--- src/rtl/duck_sprite_engine_pkg.sv ---
// Shared definitions for the duck sprite engine: colour-index codes,
// 800x525 raster timing, the visible window and the jump FSM states.
package duck_sprite_engine_pkg;

   // Colour-index codes understood by vga_bitchange
   localparam logic [3:0] CI_TRANSP = 4'd0;
   localparam logic [3:0] CI_BG     = 4'd1;
   localparam logic [3:0] CI_O      = 4'd2;
   localparam logic [3:0] CI_Y      = 4'd3;
   localparam logic [3:0] CI_W      = 4'd4;
   localparam logic [3:0] CI_K      = 4'd5;
   localparam logic [3:0] CI_G      = 4'd6;
   localparam logic [3:0] CI_B      = 4'd7;
   localparam logic [3:0] CI_TEXT   = 4'd8;

   // 800x525 raster timing and visible window
   localparam int H_TOTAL     = 800;
   localparam int V_TOTAL     = 525;
   localparam int H_VIS_START = 144;
   localparam int H_VIS_END   = 783;
   localparam int V_VIS_START = 35;
   localparam int V_VIS_END   = 514;

   // Jump state machine
   typedef enum logic [1:0] {IDLE, RISE, FALL} duck_state_e;

endpackage

--- src/rtl/duck_sprite_engine_if.sv ---
// Raster-in / sprite-out bundle between the raster source and the engine.
interface duck_sprite_engine_if #(
   parameter int CIDXW = 3
);
   logic             button;
   logic [9:0]       hCount;
   logic [9:0]       vCount;
   logic             spr_drawing;
   logic [CIDXW:0]   spr_indx;
   logic [9:0]       duck_y;
   logic             airborne;

   modport master (output button, hCount, vCount,
                   input  spr_drawing, spr_indx, duck_y, airborne);
   modport slave  (input  button, hCount, vCount,
                   output spr_drawing, spr_indx, duck_y, airborne);
endinterface

--- src/rtl/duck_sprite_engine_rom.sv ---
// Duck artwork: 2 frames x 32x32 texels x colour index, synchronous read.
// The art is generated by a constant texel function so no external image
// file is needed: body colour differs per walk frame, the beak band sits on
// the right edge and the corner above it is transparent.
module duck_sprite_rom
   import duck_sprite_engine_pkg::*;
#(
   parameter int CIDXW = 3
) (
   input  logic             clk,
   input  logic [10:0]      addr_i,
   output logic [CIDXW:0]   data_o
);

   function automatic logic [CIDXW:0] texel(input logic [10:0] a);
      logic       frame;
      logic [4:0] row;
      logic [4:0] col;
      frame = a[10];
      row   = a[9:5];
      col   = a[4:0];
      if (col >= 5'd24 && row < 5'd8)
         texel = (CIDXW+1)'(CI_TRANSP);
      else if (col >= 5'd24 && row < 5'd16)
         texel = (CIDXW+1)'(CI_W);
      else if (frame)
         texel = (CIDXW+1)'(CI_Y);
      else
         texel = (CIDXW+1)'(CI_O);
   endfunction

   logic [CIDXW:0] data_q;

   // Registered ROM read
   always_ff @(posedge clk) begin
      data_q <= texel(addr_i);
   end

   assign data_o = data_q;

endmodule

--- src/rtl/duck_sprite_engine.sv ---
// Player duck: button edge detect, frame-rate jump physics, walk animation
// and a 2-stage pixel pipeline that looks 2 columns ahead so its output
// lines up with the hCount/vCount presented in the same cycle.
module duck_sprite_engine
   import duck_sprite_engine_pkg::*;
#(
   parameter int CIDXW      = 3,
   parameter int DUCK_X     = 200,
   parameter int GROUND_Y   = 400,
   parameter int SPR_W      = 32,
   parameter int JUMP_V     = 12,
   parameter int GRAV       = 1,
   parameter int ANIM_FR    = 8,
   parameter int FRAME_LINE = 515
) (
   input  logic                  clk,
   input  logic                  reset_n,
   duck_sprite_engine_if.slave   bus
);

   localparam int ACW = (ANIM_FR > 1) ? $clog2(ANIM_FR) : 1;

   // The apex must stay on screen, the address packing assumes a 32x32
   // sprite and the launch speed must fit the 5-bit velocity register.
   if (JUMP_V*(JUMP_V+1)/2 >= GROUND_Y || SPR_W != 32 || JUMP_V > 31 ||
       DUCK_X < 144 || DUCK_X > 784-SPR_W) begin : g_param_check
      $error("duck_sprite_engine: illegal parameter combination");
   end

   duck_state_e     state_q, state_d;
   logic [4:0]      vel_q, vel_d;
   logic [9:0]      duck_y_q, duck_y_d;
   logic            anim_q, anim_d;
   logic [ACW-1:0]  anim_cnt_q, anim_cnt_d;
   logic            btn_q;
   logic            jump_req_q, jump_req_d;

   logic            frame_tick;
   logic            press;
   logic [4:0]      vel_dec, vel_inc;
   logic [10:0]     fall_sum;

   assign frame_tick = (bus.vCount == 10'(FRAME_LINE)) && (bus.hCount == 10'd0);
   assign press      = bus.button & ~btn_q;
   assign vel_dec    = vel_q - 5'(GRAV);
   assign vel_inc    = vel_q + 5'(GRAV);
   assign fall_sum   = {1'b0, duck_y_q} + {6'b0, vel_inc};

   // Next-state and physics, evaluated once per frame tick
   always_comb begin
      state_d    = state_q;
      vel_d      = vel_q;
      duck_y_d   = duck_y_q;
      anim_d     = anim_q;
      anim_cnt_d = anim_cnt_q;
      jump_req_d = jump_req_q | (press && state_q == IDLE);
      if (frame_tick) begin
         // The tick consumes the pending request; a press in this same
         // clock is kept for the next tick only if we stay on the ground.
         jump_req_d = 1'b0;
         case (state_q)
            IDLE: begin
               if (jump_req_q) begin
                  state_d    = RISE;
                  vel_d      = 5'(JUMP_V);
                  anim_d     = 1'b0;
                  anim_cnt_d = '0;
               end else begin
                  jump_req_d = press;
                  if (anim_cnt_q == ACW'(ANIM_FR-1)) begin
                     anim_d     = ~anim_q;
                     anim_cnt_d = '0;
                  end else begin
                     anim_cnt_d = anim_cnt_q + 1'b1;
                  end
               end
            end
            RISE: begin
               duck_y_d = duck_y_q - {5'b0, vel_q};
               vel_d    = vel_dec;
               if (vel_dec == 5'd0) state_d = FALL;
            end
            FALL: begin
               if (fall_sum >= 11'(GROUND_Y)) begin
                  duck_y_d = 10'(GROUND_Y);
                  vel_d    = 5'd0;
                  state_d  = IDLE;
               end else begin
                  duck_y_d = fall_sum[9:0];
                  vel_d    = vel_inc;
               end
            end
            default: state_d = IDLE;
         endcase
      end
   end

   // Control and physics state registers
   always_ff @(posedge clk) begin
      if (!reset_n) begin
         state_q    <= IDLE;
         vel_q      <= 5'd0;
         duck_y_q   <= 10'(GROUND_Y);
         anim_q     <= 1'b0;
         anim_cnt_q <= '0;
         btn_q      <= 1'b0;
         jump_req_q <= 1'b0;
      end else begin
         state_q    <= state_d;
         vel_q      <= vel_d;
         duck_y_q   <= duck_y_d;
         anim_q     <= anim_d;
         anim_cnt_q <= anim_cnt_d;
         btn_q      <= bus.button;
         jump_req_q <= jump_req_d;
      end
   end

   // ---- S0: look-ahead hit test and texel address ----
   logic [9:0]     h_la_p0, dx_p0, dy_p0;
   logic           hit_p0;
   logic [10:0]    rom_addr_p0;

   assign h_la_p0     = bus.hCount + 10'd2;
   assign dx_p0       = h_la_p0 - 10'(DUCK_X);
   assign dy_p0       = bus.vCount - duck_y_q;
   assign hit_p0      = (dx_p0 < 10'(SPR_W)) && (dy_p0 < 10'(SPR_W));
   assign rom_addr_p0 = {anim_q, dy_p0[4:0], dx_p0[4:0]};

   // ---- S1: ROM read, hit delayed alongside ----
   logic           hit_p1_q;
   logic [CIDXW:0] rom_data_p1;

   duck_sprite_rom #(.CIDXW(CIDXW)) u_rom (
      .clk    (clk),
      .addr_i (rom_addr_p0),
      .data_o (rom_data_p1)
   );

   // Hit flag follows the ROM read latency
   always_ff @(posedge clk) begin
      if (!reset_n) hit_p1_q <= 1'b0;
      else          hit_p1_q <= hit_p0;
   end

   // ---- S2: output register, index 0 is transparent ----
   logic           spr_drawing_q;
   logic [CIDXW:0] spr_indx_q;

   // Gate the texel with the hit flag
   always_ff @(posedge clk) begin
      if (!reset_n) begin
         spr_drawing_q <= 1'b0;
         spr_indx_q    <= '0;
      end else begin
         spr_drawing_q <= hit_p1_q && (rom_data_p1 != '0);
         spr_indx_q    <= hit_p1_q ? rom_data_p1 : '0;
      end
   end

   assign bus.spr_drawing = spr_drawing_q;
   assign bus.spr_indx    = spr_indx_q;
   assign bus.duck_y      = duck_y_q;
   assign bus.airborne    = (state_q != IDLE);

endmodule

--- src/flat_wrapper.sv ---
// flat-port wrapper written by rule: the top's interface ports become plain ports
module duck_sprite_engine_flat import duck_sprite_engine_pkg::*;
#(
   parameter int CIDXW      = 3,
   parameter int DUCK_X     = 200,
   parameter int GROUND_Y   = 400,
   parameter int SPR_W      = 32,
   parameter int JUMP_V     = 12,
   parameter int GRAV       = 1,
   parameter int ANIM_FR    = 8,
   parameter int FRAME_LINE = 515
)
  (clk, reset_n, bus_button, bus_hCount, bus_vCount, bus_spr_drawing, bus_spr_indx, bus_duck_y, bus_airborne);
  duck_sprite_engine_if #(.CIDXW(CIDXW)) bus_i ();
  input  logic clk;
  input  logic reset_n;
  input wire logic [$bits(bus_i.button)-1:0] bus_button;
  input wire logic [$bits(bus_i.hCount)-1:0] bus_hCount;
  input wire logic [$bits(bus_i.vCount)-1:0] bus_vCount;
  output wire logic [$bits(bus_i.spr_drawing)-1:0] bus_spr_drawing;
  output wire logic [$bits(bus_i.spr_indx)-1:0] bus_spr_indx;
  output wire logic [$bits(bus_i.duck_y)-1:0] bus_duck_y;
  output wire logic [$bits(bus_i.airborne)-1:0] bus_airborne;
  assign bus_i.button = bus_button;
  assign bus_i.hCount = bus_hCount;
  assign bus_i.vCount = bus_vCount;
  assign bus_spr_drawing = bus_i.spr_drawing;
  assign bus_spr_indx = bus_i.spr_indx;
  assign bus_duck_y = bus_i.duck_y;
  assign bus_airborne = bus_i.airborne;
  duck_sprite_engine #(.CIDXW(CIDXW), .DUCK_X(DUCK_X), .GROUND_Y(GROUND_Y), .SPR_W(SPR_W), .JUMP_V(JUMP_V), .GRAV(GRAV), .ANIM_FR(ANIM_FR), .FRAME_LINE(FRAME_LINE)) u_core (.clk(clk), .reset_n(reset_n), .bus(bus_i));
endmodule
--- config.mk ---
export PLATFORM = sky130hd
export DESIGN_NAME = duck_sprite_engine_flat
export DESIGN_NICKNAME = d
export VERILOG_FILES = /design/src/rtl/duck_sprite_engine_pkg.sv /design/src/rtl/duck_sprite_engine_if.sv /design/src/rtl/duck_sprite_engine_rom.sv /design/src/rtl/duck_sprite_engine.sv /design/src/flat_wrapper.sv
export SDC_FILE = /design/constraint.sdc
export NUM_CORES = 1
export LEC_CHECK = 0
export ABC_AREA = 1
export BUFFER_PORTS_ARGS = -buffer_cell sky130_fd_sc_hd__buf_2
export CAP_MARGIN = 20
export CORE_AREA = 2 2 92 94
export DETAILED_ROUTE_END_ITERATION = 8
export DIE_AREA = 0 0 94 96
export PLACE_DENSITY = 0.56
export SETUP_SLACK_MARGIN = 0.1
export SYNTH_ARGS = -nofsm -noshare
export SYNTH_HDL_FRONTEND = slang
export SYNTH_SLANG_ARGS = --single-unit
--- constraint.sdc ---
create_clock -name clk -period 6.75 [get_ports clk]
set_input_delay 0.675 -clock clk [delete_from_list [all_inputs] [get_ports clk]]
set_output_delay 0.675 -clock clk [all_outputs]
set_load 0.005 [all_outputs]
Word-level counts from Yosys, hierarchy flattened
Cells that the tools add are included.
{"block": "classes", "n_reduce_logical": 21, "bitwise_logic": 4, "n_eq_ne": 7, "add_sub_neg": 8, "magnitude_cmp": 6, "muxes": 18}
{"op": "$lt 10x6->1 const B", "count": 2}
{"op": "$pmux 10 s2", "count": 1}
{"op": "$pmux 5 s3", "count": 1}
{"op": "$add 10x5->11", "count": 1}
{"op": "$ge 11x9->1 const B", "count": 1}
{"op": "$add 10x2->10 const B", "count": 1}
{"op": "$eq 10x10->1 const B", "count": 1}
{"op": "$logic_not 10->1", "count": 1}
{"op": "$mux 10", "count": 1}
{"op": "$mux 5", "count": 2}
{"op": "$sub 10x10->10", "count": 1}
{"op": "$sub 10x5->10", "count": 1}
{"op": "$sub 10x8->10 const B", "count": 1}
{"op": "$mux 3", "count": 3}
{"op": "$logic_and 1x1->1", "count": 6}
{"op": "$mux 1", "count": 6}
{"op": "$mux 2", "count": 3}
{"op": "$ne 2x1->1 const B", "count": 3}
{"op": "$pmux 2 s3", "count": 1}
{"op": "$reduce_and 2->1", "count": 3}
{"op": "$reduce_and 3->1", "count": 2}
{"op": "$reduce_bool 2->1", "count": 3}
{"op": "$add 5x1->5 const B", "count": 1}
{"op": "$ge 5x5->1 const B", "count": 1}
{"op": "16 further kinds", "count": 17}
{"block": "totals", "ff_bits": 33, "input_bits": 23, "elab_cells": 76, "output_inout_bits": 16}

Logic depth before layout (Yosys ltp)
{"block": "depth", "word_depth": 5, "ltp_mapped": 18, "mapped_depth_nobuf": 18}

By module
Synthesis repeated with hierarchy kept, for this count alone.
{"block": "unflattened", "cells_unflattened": 431, "area_unflattened_um2": 2867.8}
{"module": "duck_sprite_engine", "area_per_inst_um2": 2757.6, "seq_area_each_um2": 580.6, "cells_each": 418, "instances": 1}
{"module": "duck_sprite_rom", "area_per_inst_um2": 110.1, "seq_area_each_um2": 60.1, "cells_each": 13, "instances": 1}

Worst setup path after synthesis
No wires, ideal clock.
{"block": "synth_path", "path_kind": "register -> register", "startpoint": "register u_core.vel_q[1]", "endpoint": "register u_core.vel_q[4]", "period_less_slack_ns": 2.367, "arrival_ns": 2.248, "setup_slack_ns": 4.383, "n_path_buf": 1, "stages_incl_launch_ff": 18, "setup_ns": 0.118, "required_time_ns": 6.632, "cell_sequence": "dfxtp_1 inv_1 ha_1 inv_1 fa_1 inv_1 nand3_1 nand2_2 nand2_2 nand3_1 nor2_2 nor2_1 nor2_4 buf_6 nand3_2 nand2_1 nand2_1 a21oi_2"}
{"block": "synth_via", "elab_chain_len": 5, "elab_cells_between_ends": 6, "classes_between": "add/sub: 3; order compare: 1; mux: 2"}
{"element": "start, declared", "line": "duck_sprite_engine.sv:31", "text": "logic [4:0] vel_q, vel_d;"}
{"element": "start signal, assigned", "line": "duck_sprite_engine.sv:110", "text": "vel_q <= vel_d;"}
{"element": "$add 5x1->5", "line": "duck_sprite_engine.sv:46", "text": "assign vel_inc = vel_q + 5'(GRAV);"}
{"element": "$add 10x5->11", "line": "duck_sprite_engine.sv:47", "text": "assign fall_sum = {1'b0, duck_y_q} + {6'b0, vel_inc};"}
{"element": "$ge 11x9->1", "line": "duck_sprite_engine.sv:84", "text": "if (fall_sum >= 11'(GROUND_Y)) begin"}
{"element": "$mux 5", "line": "duck_sprite_engine.sv:84"}
{"element": "$pmux 5 s3 (*)", "line": "duck_sprite_engine.sv:61", "text": "case (state_q)"}
Mark *: on every way between the ends. The rest lies on a longest branch, timed or not.
A chain may end at the register's enable or synchronous reset.

Worst setup path after layout
{"block": "layout_path", "startpoint": "register u_core.vel_q[0]", "endpoint": "register u_core.state_q[0]"}
{"block": "layout_via", "elab_chain_len": 5, "elab_cells_between_ends": 8, "classes_between": "add/sub: 3; order compare: 1; eq/ne: 2; reduce/logical: 2"}
{"element": "$add 5x1->5", "line": "duck_sprite_engine.sv:46"}
{"element": "$add 10x5->11", "line": "duck_sprite_engine.sv:47"}
{"element": "$ge 11x9->1", "line": "duck_sprite_engine.sv:84"}
{"element": "$ne 2x1->1 (no source line)"}
{"element": "$reduce_and 4->1 (no source line) (*)"}
{"element": "end signal, assigned", "line": "duck_sprite_engine.sv:109", "text": "state_q <= state_d;"}
{"element": "end, declared", "line": "duck_sprite_engine.sv:30", "text": "duck_state_e state_q, state_d;"}
Marked as above.

==> reports/metrics.yaml <==
detailed_routing:
  postRouteAntennaNets: 0
  vias: 2775
  wl_per_cell_um: 13.20
  drc: 0
  drt_pass1_iterations: 4
  drtIter0Drc: 176
  via_per_inst: 4.955
  drt_wl_total_mm: 7.392
flow_run:
  maxCapViolCount: 0
global_routing:
  grt_pass1_vias: 2560
  track_usage_pct: 17.24
  grt_pass1_wl_mm: 12.22
  grt_max_degree: 18
  grt_antenna_before_repair: 0
  grt.overflow.total: 0
synth:
  ys_seq_area_share_pct: 22.17
  ys_ff_latch: 31
  synth_area_um2: 2799
  ys_types: 42
  yosys.area.top_type_share_pct: 22.17
  synthCells: 419
  yosysTopAreaCell: "dfxtp_1"
  synth_nets: 471
  synthTopCellsByArea: "dfxtp_1, ha_1, nand2_1, inv_1, nand3_1"
  synth_warnings: 0
  avgSynthCellArea_um2: 6.680
status:
  outcome: "complete, no violations"
cells_and_area:
  layout-drive-gt1-share_pct: 18.02
  nFillCells: 872
  n_antenna_cell: 0
  final_cells: 560
  synthToLayoutAreaGrowth_pct: 12.29
  fin_nets: 507
cts:
  post_cts_buffers: 0
  htree_levels: 2
  ctsHoldBuffers: 0
  cts_tree: "done"
  insertion_delay_ns: 0.29
  post_cts_resize_count: 0
  clock-root-buffer: "clkbuf_8"
  cts_buffer_depth: 2
  cts_buffers: 5
  cts_sinks: 31
  path_clk_slew_ns: 0.08
placed_design:
  hpwlAfterDp_mm: 5.880
  place_ws_ns: 4.070
  dpl.cell_count: 553
  io_buffers: 37
  globalplace.congestion: 0.8870
power:
  p_leak_uw: 0.001603
  ir_worst_vdd_mv: 0.08865
  p_per_area_nw_per_um2: 122.4
sta:
  whs_ns: 0.3991
  fin_crit_ns: 2.723
  rsz0062_at_grt: "false"
  setup_ws_ns: 4.027
  final.setup.tns_ns: 0
  timing.final.crit_share_pct: 40.34
  hold_viol: 0
  skew_ns: 0.009678
  max_freq_ghz: 0.3673
  setup_violations: 0
  drv_slew: 0
floorplan:
  die_area_um2: 9024
  die_w_um: 94
  initial_utilization_pct: 34.76
  core_um2: 8051
  die_y_um: 96
  rows: 33
  io_pins: 39
worst_setup_path:
  startpoint_type: "flop"
  worst-setup-path-type: "flop to flop"
  cp.arrival_ns: 2.91
  crit_required_ns: 6.94
  crit_path_end_kind: "flop"
  crit_fanout: 10
min_path:
  min_path_type: "flop to flop"
## cell usage after synthesis (all sizes together)
library cell   n
nand2         96
conb           1
nand3         41
ha            27
a21o           1
xnor2          3
xor2          11
clkinv         1
a21oi         34
fa             2
buf            8
o31ai          2
or2            6
nor3           4
o21a           1
o2111ai        1
nor2          51
a211oi         1
o211ai         2
o211a          1
nor4           2
o21ai         18
inv           61
dfxtp         31
nand4          9
nor3b          1
nand3b         1
a31oi          2
## layout make-up
type	count	area, µm²	share of cell area (%)
multi-input combinational	318	1886	59.99
sequential	31	620.6	19.75
inverter	62	232.7	7.404
timing repair buffer	37	185.2	5.892
tap	105	131.4	4.180
clock buffer	6	82.58	2.627
clock inverter	1	5.005	0.1592
## cells by family (layout without fill, tap and decap cells)
kind of cell / count (synthesis) / in the layout / synth area share [%]
DFF: 31 / 31 / 22.17
other: 1 / 1 / 0.1340
adders and majority gates: 29 / 29 / 13.50
buffers and inverters: 70 / 106 / 10.46
xor gates and xnor gates: 14 / 14 / 4.381
and+or+nand+nor: 211 / 211 / 36.52
AOI/OAI and AO/OA: 63 / 63 / 12.83
## cell usage in the layout (no fill, tap or decap), drive strengths merged
cell type / count
nor4: 2
nand4: 9
fa: 2
o21a: 1
inv: 61
nor3b: 1
a21oi: 34
nand3b: 1
o211a: 1
conb: 1
dfxtp: 31
a21o: 1
o2111ai: 1
clkinv: 2
nor3: 4
ha: 27
a31oi: 2
clkbuf: 6
nand3: 41
o211ai: 2
o21ai: 18
xnor2: 3
xor2: 11
o31ai: 2
nor2: 51
buf: 37
or2: 6
nand2: 96
a211oi: 1
## metrics by stage
step | cell area [µm²] | total power, µW | util (%)
3_5_place_dp | 3055 | 229.7 | 37.95
2_1_floorplan | 2799 | 215.1 | -
5_1_grt | 3143 | 402.0 | 39.04
3_3_place_gp | 3055 | 229.6 | 37.95
6_report | 3143 | 384.6 | 39.04
4_1_cts | 3143 | 387.9 | 39.04
## report_power, final
group	leakage, µW	total, µW	switching [µW]	internal, µW
logic	0.00131	39.5	23.8	15.6
registers	0.000251	186	1.27	185
clock network	0.0000470	159	79.0	80.2
## worst max-delay path: stages, from the launching register on
cell and delay [ns]:
dfxtp_1 0.44, inv_1 0.14, ha_1 0.36, inv_1 0.10, fa_1 0.42, inv_1 0.12, nand3_1 0.10, nand2_2 0.12
nand2_2 0.07, nand2_1 0.06, nand2_1 0.08, nand2_2 0.10, nor2_4 0.04, nand2_4 0.14, nand2_4 0.10, nand3_4 0.09
nand2_1 0.05, nand2_1 0.06, nor2_1 0.04
## sequential cells by signal, summed over array words and instances (netlist names), 2 cells and up
| name | flops |
|---|---|
| u_core.u_rom.data_o | 3 |
| u_core.bus.duck_y | 10 |
| u_core.anim_cnt_q | 3 |
| u_core.vel_q | 5 |
| u_core.state_q | 2 |
| u_core.bus.spr_indx | 3 |
## final timing paths
check	depth (start not counted)	to	slack, ns	startpoint
worst min-delay path	1	u_core.jump_req_q$_SDFF_PN0_	0.40	u_core.btn_q$_SDFF_PN0_
worst max register to register	18	u_core.state_q[0]$_SDFFE_PN0P_	4.03	u_core.vel_q[0]$_SDFFE_PN0P_
worst min register to register	1	u_core.jump_req_q$_SDFF_PN0_	0.40	u_core.btn_q$_SDFF_PN0_
worst max-delay path	18	u_core.state_q[0]$_SDFFE_PN0P_	4.03	u_core.vel_q[0]$_SDFFE_PN0P_
## routing by layer
metal	wire (µm)	global-route usage, %	share of wire [%]	vias up
li1	-	-	-	1433
met3	300	2.584	4.1	4
met5	0	0	0	-
met1	3736	24.64	51	1288
met4	52	4.469	0.70	0
met2	3303	27.20	45	50
Note: power is estimated with default switching activity, not from simulation.
